--- src/rtl/bcd_updown_counter_if.sv ---
// Bundle of the counter's control, load and status signals.
// The master side drives enable, direction and load; the slave (the counter)
// returns the count, terminal count and the two one-cycle status pulses.
interface bcd_updown_counter_if #(
  parameter int DIGITS = 2
);
  localparam int W = 4 * DIGITS;

  logic         en;
  logic         up;
  logic         load;
  logic [W-1:0] load_val;
  logic [W-1:0] q;
  logic         tc;
  logic         wrap;
  logic         load_err;

  modport master (
    output en, up, load, load_val,
    input  q, tc, wrap, load_err
  );

  modport slave (
    input  en, up, load, load_val,
    output q, tc, wrap, load_err
  );
endinterface

--- src/rtl/bcd_updown_counter.sv ---
// Multi-digit synchronous BCD up/down counter with parallel load.
// All digits update on the same clock edge; the carry/borrow chain is
// purely combinational. tc is combinational so instances cascade through
// tc -> en with no added latency.
// Optional build macro: BCD_CNT_SATURATE_EN -- when defined the count
// saturates at all-9s / all-0s instead of wrapping, and wrap flags every
// attempted step past the limit.
module bcd_updown_counter #(
  parameter int DIGITS = 2,
  parameter int W      = 4 * DIGITS  // derived; leave at default
) (
  input logic                    clk,
  input logic                    rst,   // synchronous, active-low
  bcd_updown_counter_if.slave    bus
);

  logic [W-1:0]      r_q;
  logic              r_wrap;
  logic              r_load_err;

  logic [DIGITS-1:0] w_lim;      // digit sits at the limit for the current direction
  logic [DIGITS-1:0] w_chain;    // carry/borrow arriving at each digit
  logic [DIGITS-1:0] w_bad;      // load digit out of BCD range
  logic [W-1:0]      w_count_q;  // value after one count step
  logic [W-1:0]      w_load_q;   // sanitised load value
  logic              w_term;     // every digit at its limit: next step wraps

  genvar gi;
  generate
    for (gi = 0; gi < DIGITS; gi++) begin : g_digit
      logic [3:0] w_d;
      logic [3:0] w_step;
      logic [3:0] w_ld;

      assign w_d       = r_q[4*gi +: 4];
      assign w_lim[gi] = bus.up ? (w_d == 4'd9) : (w_d == 4'd0);

      // Digit 0 always receives the step; higher digits only when every
      // lower digit is at its limit. Built from w_lim so no bit of w_chain
      // depends on another bit of itself.
      if (gi == 0) begin : g_first
        assign w_chain[gi] = 1'b1;
      end else begin : g_rest
        assign w_chain[gi] = &w_lim[gi-1:0];
      end

      assign w_step = !w_chain[gi] ? w_d :
                      bus.up       ? ((w_d == 4'd9) ? 4'd0 : w_d + 4'd1) :
                                     ((w_d == 4'd0) ? 4'd9 : w_d - 4'd1);
      assign w_count_q[4*gi +: 4] = w_step;

      // Non-BCD load digits are forced to zero so q is always valid BCD.
      assign w_ld                = bus.load_val[4*gi +: 4];
      assign w_bad[gi]           = (w_ld > 4'd9);
      assign w_load_q[4*gi +: 4] = w_bad[gi] ? 4'd0 : w_ld;
    end
  endgenerate

  assign w_term = &w_lim;

  // Count state and status pulses: reset > load > count > hold.
  always_ff @(posedge clk) begin
    if (!rst) begin
      r_q        <= '0;
      r_wrap     <= 1'b0;
      r_load_err <= 1'b0;
    end else if (bus.load) begin
      r_q        <= w_load_q;
      r_wrap     <= 1'b0;
      r_load_err <= |w_bad;
    end else if (bus.en) begin
`ifdef BCD_CNT_SATURATE_EN
      if (!w_term) begin
        r_q <= w_count_q;
      end
`else
      r_q <= w_count_q;
`endif
      r_wrap     <= w_term;
      r_load_err <= 1'b0;
    end else begin
      r_wrap     <= 1'b0;
      r_load_err <= 1'b0;
    end
  end

  assign bus.q        = r_q;
  assign bus.tc       = bus.en & w_term;
  assign bus.wrap     = r_wrap;
  assign bus.load_err = r_load_err;

endmodule

--- src/flat_wrapper.sv ---
// flat-port wrapper written by rule: the top's interface ports become plain ports
module bcd_updown_counter_flat 
#(
  parameter int DIGITS = 2,
  parameter int W      = 4 * DIGITS                              
)
  (clk, rst, bus_en, bus_up, bus_load, bus_load_val, bus_q, bus_tc, bus_wrap, bus_load_err);
  bcd_updown_counter_if #(.DIGITS(DIGITS)) bus_i ();
  input logic clk;
  input logic rst;
  input wire logic [$bits(bus_i.en)-1:0] bus_en;
  input wire logic [$bits(bus_i.up)-1:0] bus_up;
  input wire logic [$bits(bus_i.load)-1:0] bus_load;
  input wire logic [$bits(bus_i.load_val)-1:0] bus_load_val;
  output wire logic [$bits(bus_i.q)-1:0] bus_q;
  output wire logic [$bits(bus_i.tc)-1:0] bus_tc;
  output wire logic [$bits(bus_i.wrap)-1:0] bus_wrap;
  output wire logic [$bits(bus_i.load_err)-1:0] bus_load_err;
  assign bus_i.en = bus_en;
  assign bus_i.up = bus_up;
  assign bus_i.load = bus_load;
  assign bus_i.load_val = bus_load_val;
  assign bus_q = bus_i.q;
  assign bus_tc = bus_i.tc;
  assign bus_wrap = bus_i.wrap;
  assign bus_load_err = bus_i.load_err;
  bcd_updown_counter #(.DIGITS(DIGITS), .W(W)) u_core (.clk(clk), .rst(rst), .bus(bus_i));
endmodule
--- config.mk ---
export PLATFORM = sky130hd
export DESIGN_NAME = bcd_updown_counter_flat
export DESIGN_NICKNAME = d
export VERILOG_FILES = /design/src/rtl/bcd_updown_counter_if.sv /design/src/rtl/bcd_updown_counter.sv /design/src/flat_wrapper.sv
export SDC_FILE = /design/constraint.sdc
export NUM_CORES = 1
export LEC_CHECK = 0
export BUFFER_PORTS_ARGS = -buffer_cell sky130_fd_sc_hd__clkbuf_2
export CELL_PAD_IN_SITES_DETAIL_PLACEMENT = 1
export CELL_PAD_IN_SITES_GLOBAL_PLACEMENT = 1
export CORE_UTILIZATION = 38
export CTS_CLUSTER_SIZE = 12
export DETAILED_ROUTE_END_ITERATION = 8
export MAX_ROUTING_LAYER = met4
export PLACE_DENSITY = 0.87
export SETUP_SLACK_MARGIN = 0.2
export SYNTH_ARGS = -nofsm -noshare
export SYNTH_HDL_FRONTEND = slang
export SYNTH_SLANG_ARGS = --single-unit
--- constraint.sdc ---
create_clock -name clk -period 2.23 [get_ports clk]
set_input_delay 0 -clock clk [delete_from_list [all_inputs] [get_ports clk]]
set_output_delay 0 -clock clk [all_outputs]
set_load 0.1 [all_outputs]
-- After elaboration in Yosys (flattened, before gate mapping)
Index checks and enable logic that the tools add are counted.
- word-level logic and storage cells: 37
- register bits after elaboration: 10
- input port bits: 13
- order comparisons: 2
- bitwise logic cells: 3
- add/sub/neg operators: 4
- muxes and demuxes: 13
- equality and inequality tests: 2
- reduce and logical (&&, ||, !) cells: 9
- operators with widths (cell ; number):
    $mux W4 ; 9
    $mux W8 ; 2
    $add A4 B1 Y4 const B ; 2
    $eq A4 B4 Y1 const B ; 2
    $gt A4 B4 Y1 const B ; 2
    $logic_not A4 Y1 ; 2
    $sub A4 B1 Y4 const B ; 2
    $reduce_and A2 Y1 ; 3
    $reduce_bool A2 Y1 ; 2
    $reduce_or A3 Y1 ; 1
    $mux W1 ; 2
    $not A1 Y1 ; 2
    $reduce_or A2 Y1 ; 1
    $and A1 B1 Y1 ; 1

-- Logic depth before layout (Yosys ltp)
Gate-level depths: netlist of run 1.
- word-level depth: 6
- mapped depth: 7
- mapped depth without buffers: 5

-- Worst setup path before layout of run 1
No wires, ideal clock.
- kind: register -> register
- start: register u_core.r_q[3] (netlist: u_core.bus.q[3])
- end: register u_core.r_wrap (netlist: u_core.bus.wrap)
- data required time: 2161 ps
- setup slack: -1537 ps
- data arrival time: 3698 ps
- stages on the path, launching flop included: 6
- setup time: 69 ps
- cell sequence: dfxtp_1 buf_6 and3_4 o211ai_4 a2111oi_2 and3_1
- longest elaborated chain between the ends: 3
- elaborated cells on any way between the ends: 4
- classes of those cells: eq/ne: 1; mux: 1; reduce/logical: 2
- RTL lines (what ; line ; source):
    from (decl) ; bcd_updown_counter.sv:17 ; logic [W-1:0] r_q;
    from (signal assigned) ; bcd_updown_counter.sv:68 ; r_q <= w_load_q;
    from (signal assigned) ; bcd_updown_counter.sv:77 ; r_q <= w_count_q;
    $eq A4 B4 Y1 or $logic_not A4 Y1 (tied branches) ; bcd_updown_counter.sv:36 ; assign w_lim[gi] = bus.up ? (w_d == 4'd9) : (w_d == 4'd0);
    $mux W1 (*) ; bcd_updown_counter.sv:36 ;
    $reduce_and A2 Y1 (*) ; bcd_updown_counter.sv:59 ; assign w_term = &w_lim;
    to (signal assigned) ; bcd_updown_counter.sv:79 ; r_wrap <= w_term;
    to (decl) ; bcd_updown_counter.sv:18 ; logic r_wrap;
Mark *: on every way between the ends. The rest lies on a longest branch, timed or not.
A chain may end at the register's enable or synchronous reset.

-- Final worst setup path of run 1
- start: register u_core.r_q[4] (netlist: u_core.bus.q[4])
- end: output bus_tc
- longest elaborated chain between the ends: 4
- elaborated cells on any way between the ends: 5
- classes of those cells: eq/ne: 1; mux: 1; bitwise: 1; reduce/logical: 2
- RTL lines (what ; line ; source):
    $eq A4 B4 Y1 or $logic_not A4 Y1 (tied branches) ; bcd_updown_counter.sv:36 ;
    $mux W1 (*) ; bcd_updown_counter.sv:36 ;
    $reduce_and A2 Y1 (*) ; bcd_updown_counter.sv:59 ;
    $and A1 B1 Y1 (*) ; bcd_updown_counter.sv:88 ; assign bus.tc = bus.en & w_term;
    to (decl) ; flat_wrapper.sv:16 ; output wire logic [$bits(bus_i.tc)-1:0] bus_tc;
Marks and branches as above.

==> impl_metrics.json, run 1 <==
{
  "drive_above_1_share": 0.328,
  "drc": 0,
  "cts_sinks": 10,
  "cts_made_buffers": 3,
  "synth-adder-area-share": 0,
  "drv_slew": 0,
  "ys_seq_area_frac": 0.256,
  "grt_antenna_before_repair": 0,
  "htree_levels": 1,
  "cellLeakagePower_nw": 0.355,
  "boundaryPins": 24,
  "required_ns": 2.23,
  "min_period_ns": 1.91,
  "worstPathCellList": "or3_4 -> a2111oi_4 -> clkbuf_2",
  "synthMuxAreaShare": 0.0272,
  "grtUsageTotal": 0.221,
  "synth.avg_cell_area_um2": 7.81,
  "cpPeakStageDelay_ns": 0.51,
  "synth_area_um2": 781,
  "cts_tree": "built",
  "grt_overflow_total": 0,
  "die_w_um": 47.3,
  "drt-total-wl_mm": 2.05,
  "cp_data_arrival_time_ns": 1.91,
  "worst_pin_slew_ns": 0.552,
  "rows": 16,
  "gp_congestion": 0.738,
  "register_area_um2": 218,
  "core-area_mm2": 0.00194,
  "relSlewSlack": 0.634,
  "start_util": 0.402,
  "insertion_delay_ns": 0.26,
  "nNetsFinal": 133,
  "dp_hpwl_mm": 1.55,
  "yosys.area.top_type": "dfxtp_1",
  "cts-root-buf": "clkbuf_4",
  "hold_viol_final": 0,
  "setup_viol_count_final": 0,
  "path_clk_slew_ns": 0.07,
  "cap_violations": 0,
  "fin_crit_sh": 0.856,
  "drtAntennaViolNets": 0,
  "power.share.combinational": 0.368,
  "vias": 801,
  "swShare": 0.428,
  "dp.cells": 141,
  "synth_top_family_by_area": "compound AO/OA/AOI/OAI gates",
  "multi_input_area_um2": 526,
  "synth_area_leaders": "dfxtp_1, a21oi_1, o21ai_0",
  "fin_util": 0.488,
  "worstSetupEndpointType": "primary output",
  "rsz0062_at_grt": "false",
  "p_sw_uw": 234,
  "post_drt_via_cell_ratio": 5.49,
  "grt_pass1_wl_mm": 3.37,
  "area_growth_pct": 21.3,
  "fillCellCount": 255,
  "hp-class": "in2reg",
  "cts_setup_buffers": 0,
  "whs_ns": 0.0189,
  "synth_top_area_frac": 0.256,
  "critPathKind": "reg2out",
  "crit_fanout": 9,
  "finClkSkew_ns": 0.00100,
  "clkPwrFrac": 0.239,
  "fmax_mhz": 524,
  "seqPwrFrac": 0.393,
  "synth_compound_area_frac": 0.321,
  "portBuffers": 23,
  "synth_fp_nets": 113,
  "wire_per_inst_um": 14.1,
  "instances_no_fill": 146,
  "critPathLaunchType": "flip-flop",
  "netlist_instances": 100,
  "first_pass_iters": 4,
  "ys_seq_elements": 10,
  "cell_internal_pwr_uw": 314,
  "fp.dieArea_mm2": 0.00224,
  "powerDensity_mw_per_mm2": 579,
  "synth-simple-area-share": 0.247,
  "synthXorXnorAreaFrac": 0.0561,
  "cts_max_path_buffers": 2,
  "crit_path_top_delay_cell": "clkbuf_2",
  "grt_pass1_vias": 746,
  "die_h_um": 47.3,
  "outcome": "complete, no violations",
  "ir_drop_mv": 0.397,
  "n_antenna_cell": 0,
  "synthDistinctLibCells": 37,
  "dr.first_iter.drc_count": 7,
  "ys_warn_count": 0,
  "cts_resized": 0,
  "grt_max_degree": 19
}
-- registers in the layout (all words and copies together), names as in the netlist --
| signal | cells |
|---|---|
| u_core.bus.load_err | 1 |
| u_core.bus.q | 8 |
| u_core.bus.wrap | 1 |
-- area by class of cell --
class	instances	area share
Clock buffer	4	0.0277
Tap cell	27	0.0357
Inverter	5	0.0198
Timing Repair Buffer	24	0.132
Sequential cell	10	0.230
Multi-Input combinational cell	76	0.555
-- final timing paths --
| kind | start | end | slack (ns) | cells after the start |
|---|---|---|---|---|
| max | u_core.bus.q[4]$_SDFFE_PN0P_ | bus_tc | 0.32 | 3 |
| min | bus_load_val[6] | u_core.bus.q[6]$_SDFFE_PN0P_ | 0.02 | 3 |
| max reg2reg | u_core.bus.q[0]$_SDFFE_PN0P_ | u_core.bus.q[5]$_SDFFE_PN0P_ | 0.64 | 4 |
| min reg2reg | u_core.bus.q[7]$_SDFFE_PN0P_ | u_core.bus.q[7]$_SDFFE_PN0P_ | 0.62 | 2 |
-- layer usage --
metal | vias to the layer above | track usage | part of all wire
li1 | 407 | - | -
met1 | 374 | 0.314 | 0.49
met2 | 18 | 0.315 | 0.46
met3 | 2 | 0.0192 | 0.035
met4 | 0 | 0.0914 | 0.0068
met5 | - | - | 0
-- cells in the final DEF, fill, tap and decap left out, types with 3 or more instances in the layout --
cell / instances
o21ai_0: 9
inv_1: 5
dfxtp_4: 4
xnor2_1: 3
nand2_1: 6
a21oi_1: 9
nor2_1: 6
clkbuf_2: 23
dfxtp_1: 4
nor3_1: 5
a211oi_1: 3
clkbuf_4: 3
nand3_1: 3
-- metrics by stage --
stage	setup slack (ns)	power [mW]	cell area (um2)	TNS [ns]
2_1_floorplan	-0.343	0.387	832	-0.343
3_3_place_gp	0.634	0.412	911	0
3_5_place_dp	0.611	0.419	911	0
4_1_cts	0.318	0.554	947	0
5_1_grt	0.253	0.577	947	0
6_report	0.321	0.548	947	0
-- power by group through the flow --
stage | sequential, mW | combinational [mW] | clock, mW
after floorplan | 0.284 | 0.103 | 0
after global placement | 0.218 | 0.194 | 0
after detailed placement | 0.220 | 0.199 | 0
after CTS | 0.215 | 0.202 | 0.136
after global routing | 0.218 | 0.216 | 0.142
final | 0.216 | 0.202 | 0.131
-- cells in the mapped netlist, drive strengths merged --
master and n:
o211ai 1, mux2 1, nor3 6, or4 1
a221oi 1, and3 3, nand2b 2, inv 5
mux2i 1, xnor2 3, o221ai 2, nor2b 1
a311oi 1, a21oi 9, o21ai 9, o31ai 1
nand3b 2, dfxtp 10, nor3b 1, a221o 1
nand3 3, or3 1, o21a 2, a31oi 2
clkbuf 3, a2111oi 2, nand2 6, xor2 2
o22ai 1, buf 6, nor2 6, and2 1
a211oi 3, nor4 1
-- critical path, delay by kind of cell, from the launching register on --
| family | cells | cell delay [ns] |
|---|---|---|
| compound gates | 1 | 0.36 |
| buf+inv | 1 | 0.51 |
| flops | 1 | 0.38 |
| simple gates | 1 | 0.40 |
-- kinds of logic (layout without fill, tap and decap cells) --
| logic type | after synthesis | after routing |
|---|---|---|
| multiplexers | 2 | 2 |
| XOR/XNOR | 5 | 5 |
| flip-flops | 10 | 10 |
| AND/OR/NAND/NOR | 34 | 34 |
| buffers and inverters | 14 | 33 |
| AO/OA/AOI/OAI | 35 | 35 |
-- what timing repair did --
item / in CTS / in global routing
hold buffers: 1 / 0
setup endpoints to repair: 0 / 0
hold endpoints to repair: 1 / 0
(Power assumes the default switching activity.)
==> inputs of run 2 (changes only) <==
--- a/config.mk
+++ b/config.mk
@@ -11,6 +11,7 @@
 export CORE_UTILIZATION = 38
 export CTS_CLUSTER_SIZE = 12
 export DETAILED_ROUTE_END_ITERATION = 8
+export HOLD_SLACK_MARGIN = 0.06
 export MAX_ROUTING_LAYER = met4
 export PLACE_DENSITY = 0.87
 export SETUP_SLACK_MARGIN = 0.2
==> run 2 against run 1 <==
Net effect: via count up 12%; critical path type unchanged; combinational power up 9%; sequential share of layout area down 1.8 points.
==> impl_metrics.json, run 2 (synthesis results as in run 1) <==
{
  "crit_fanout": 9,
  "hp-class": "in2reg",
  "die_w_um": 47.3,
  "cp_data_arrival_time_ns": 1.91,
  "start_util": 0.402,
  "min_period_ns": 1.91,
  "fin_util": 0.529,
  "powerDensity_mw_per_mm2": 565,
  "cellLeakagePower_nw": 0.383,
  "die_h_um": 47.3,
  "drv_slew": 0,
  "use_met3": 0.0115,
  "required_ns": 2.23,
  "outcome": "complete, no violations",
  "grt_antenna_before_repair": 0,
  "area_growth_pct": 31.6,
  "grtUsageTotal": 0.286,
  "hold_viol_final": 0,
  "grt_max_degree": 19,
  "rows": 16,
  "finClkSkew_ns": 0.00189,
  "fin_crit_sh": 0.857,
  "crit_path_top_delay_cell": "clkbuf_2",
  "drtAntennaViolNets": 0,
  "nNetsFinal": 141,
  "drt-total-wl_mm": 2.77,
  "dp_hpwl_mm": 1.55,
  "drive_above_1_share": 0.307,
  "fmax_mhz": 523,
  "cts_max_path_buffers": 2,
  "cap_violations": 0,
  "grt_pass1_wl_mm": 4.32,
  "cts_tree": "built",
  "cts_sinks": 10,
  "largest_reg_flops": 8,
  "dr.first_iter.drc_count": 28,
  "gr-max-usage-layer": "met2",
  "grt_overflow_total": 0,
  "setup_viol_count_final": 0,
  "crit_buf_inv": 1,
  "p_total_uw": 581,
  "final_common_cell": "clkbuf_2",
  "worst_pin_slew_ns": 0.557,
  "met2_usage": 0.430,
  "ir_drop_mv": 0.425,
  "portBuffers": 23,
  "drc": 0,
  "tns_ns": 0,
  "cts-root-buf": "clkbuf_4",
  "gp_congestion": 0.738,
  "boundaryPins": 24,
  "n_antenna_cell": 0,
  "rsz0062_at_grt": "false",
  "cpPeakStageDelay_ns": 0.51,
  "htree_levels": 1,
  "critPathKind": "reg2out",
  "met1_usage": 0.404,
  "post_drt_via_cell_ratio": 5.82,
  "vias": 897,
  "critPathLaunchType": "flip-flop",
  "critPathTopFamily": "buffers and inverters",
  "path_clk_slew_ns": 0.08,
  "insertion_delay_ns": 0.27,
  "final_cell_mix": "clkbuf_2, o21ai_0, a21oi_1, dlygate4sd3_1",
  "first_pass_iters": 4,
  "grt_pass1_vias": 890,
  "worstPathCellList": "or3_4 -> a2111oi_4 -> clkbuf_2",
  "wire_per_inst_um": 18.0,
  "relSlewSlack": 0.630,
  "fp.dieArea_mm2": 0.00224,
  "worstSetupEndpointType": "primary output",
  "cts_resized": 0,
  "core-area_mm2": 0.00194,
  "cts_made_buffers": 3
}
-- run 2: worst paths after layout --
check,from,end,slack [ns],cells past startpoint
max,u_core.bus.q[4]$_SDFFE_PN0P_,bus_tc,0.32,3
min reg2reg,u_core.bus.q[5]$_SDFFE_PN0P_,u_core.bus.q[5]$_SDFFE_PN0P_,0.63,2
min,bus_load_val[7],u_core.bus.load_err$_SDFF_PN0_,0.08,3
max reg2reg,u_core.bus.q[0]$_SDFFE_PN0P_,u_core.bus.q[3]$_SDFFE_PN0P_,0.58,4
-- run 2: area by class of cell --
type / instances / area [um2]
Tap cell: 27 / 33.8
Sequential cell: 10 / 218
Multi-Input combinational cell: 76 / 526
Clock buffer: 4 / 26.3
Timing Repair Buffer: 32 / 205
Fill cell: 243 / 915
Inverter: 5 / 18.8
-- run 2: repair_timing --
| action | CTS | global route |
|---|---|---|
| hold buffers | 9 | 0 |
| endpoints found under the setup margin | 0 | 0 |
| setup buffers | 0 | 0 |
| hold endpoints to repair | 8 | 0 |
-- run 2: per-stage QoR --
| step | area (um2) | worst slack (ns) | instances | hold WS [ns] |
|---|---|---|---|---|
| detailed placement | 911 | 0.611 | 141 | 0.272 |
| finish | 1030 | 0.320 | 154 | 0.0752 |
| global placement | 911 | 0.634 | 141 | 0.277 |
| global route | 1030 | 0.227 | 154 | 0.107 |
| floorplan | 832 | -0.343 | 100 | 0.117 |
| CTS | 1030 | 0.318 | 154 | 0.0765 |
-- run 2: routing by layer --
metal | share of wire | up-vias
met3 | 0.026 | 6
met4 | 0.018 | 0
met2 | 0.47 | 23
met5 | 0 | -
li1 | - | 424
met1 | 0.49 | 444
-- run 2: tightest hold or removal path, delay by kind of cell --
kind / cells / cell delay, ns
AOI/OAI and AO/OA: 2 / 0.18
buffers and inverters: 1 / 0.10
-- run 2: report_power, final --
part           switching [mW]  internal [mW]
registers              0.0277          0.189
logic                   0.156         0.0638
clock network          0.0742         0.0692
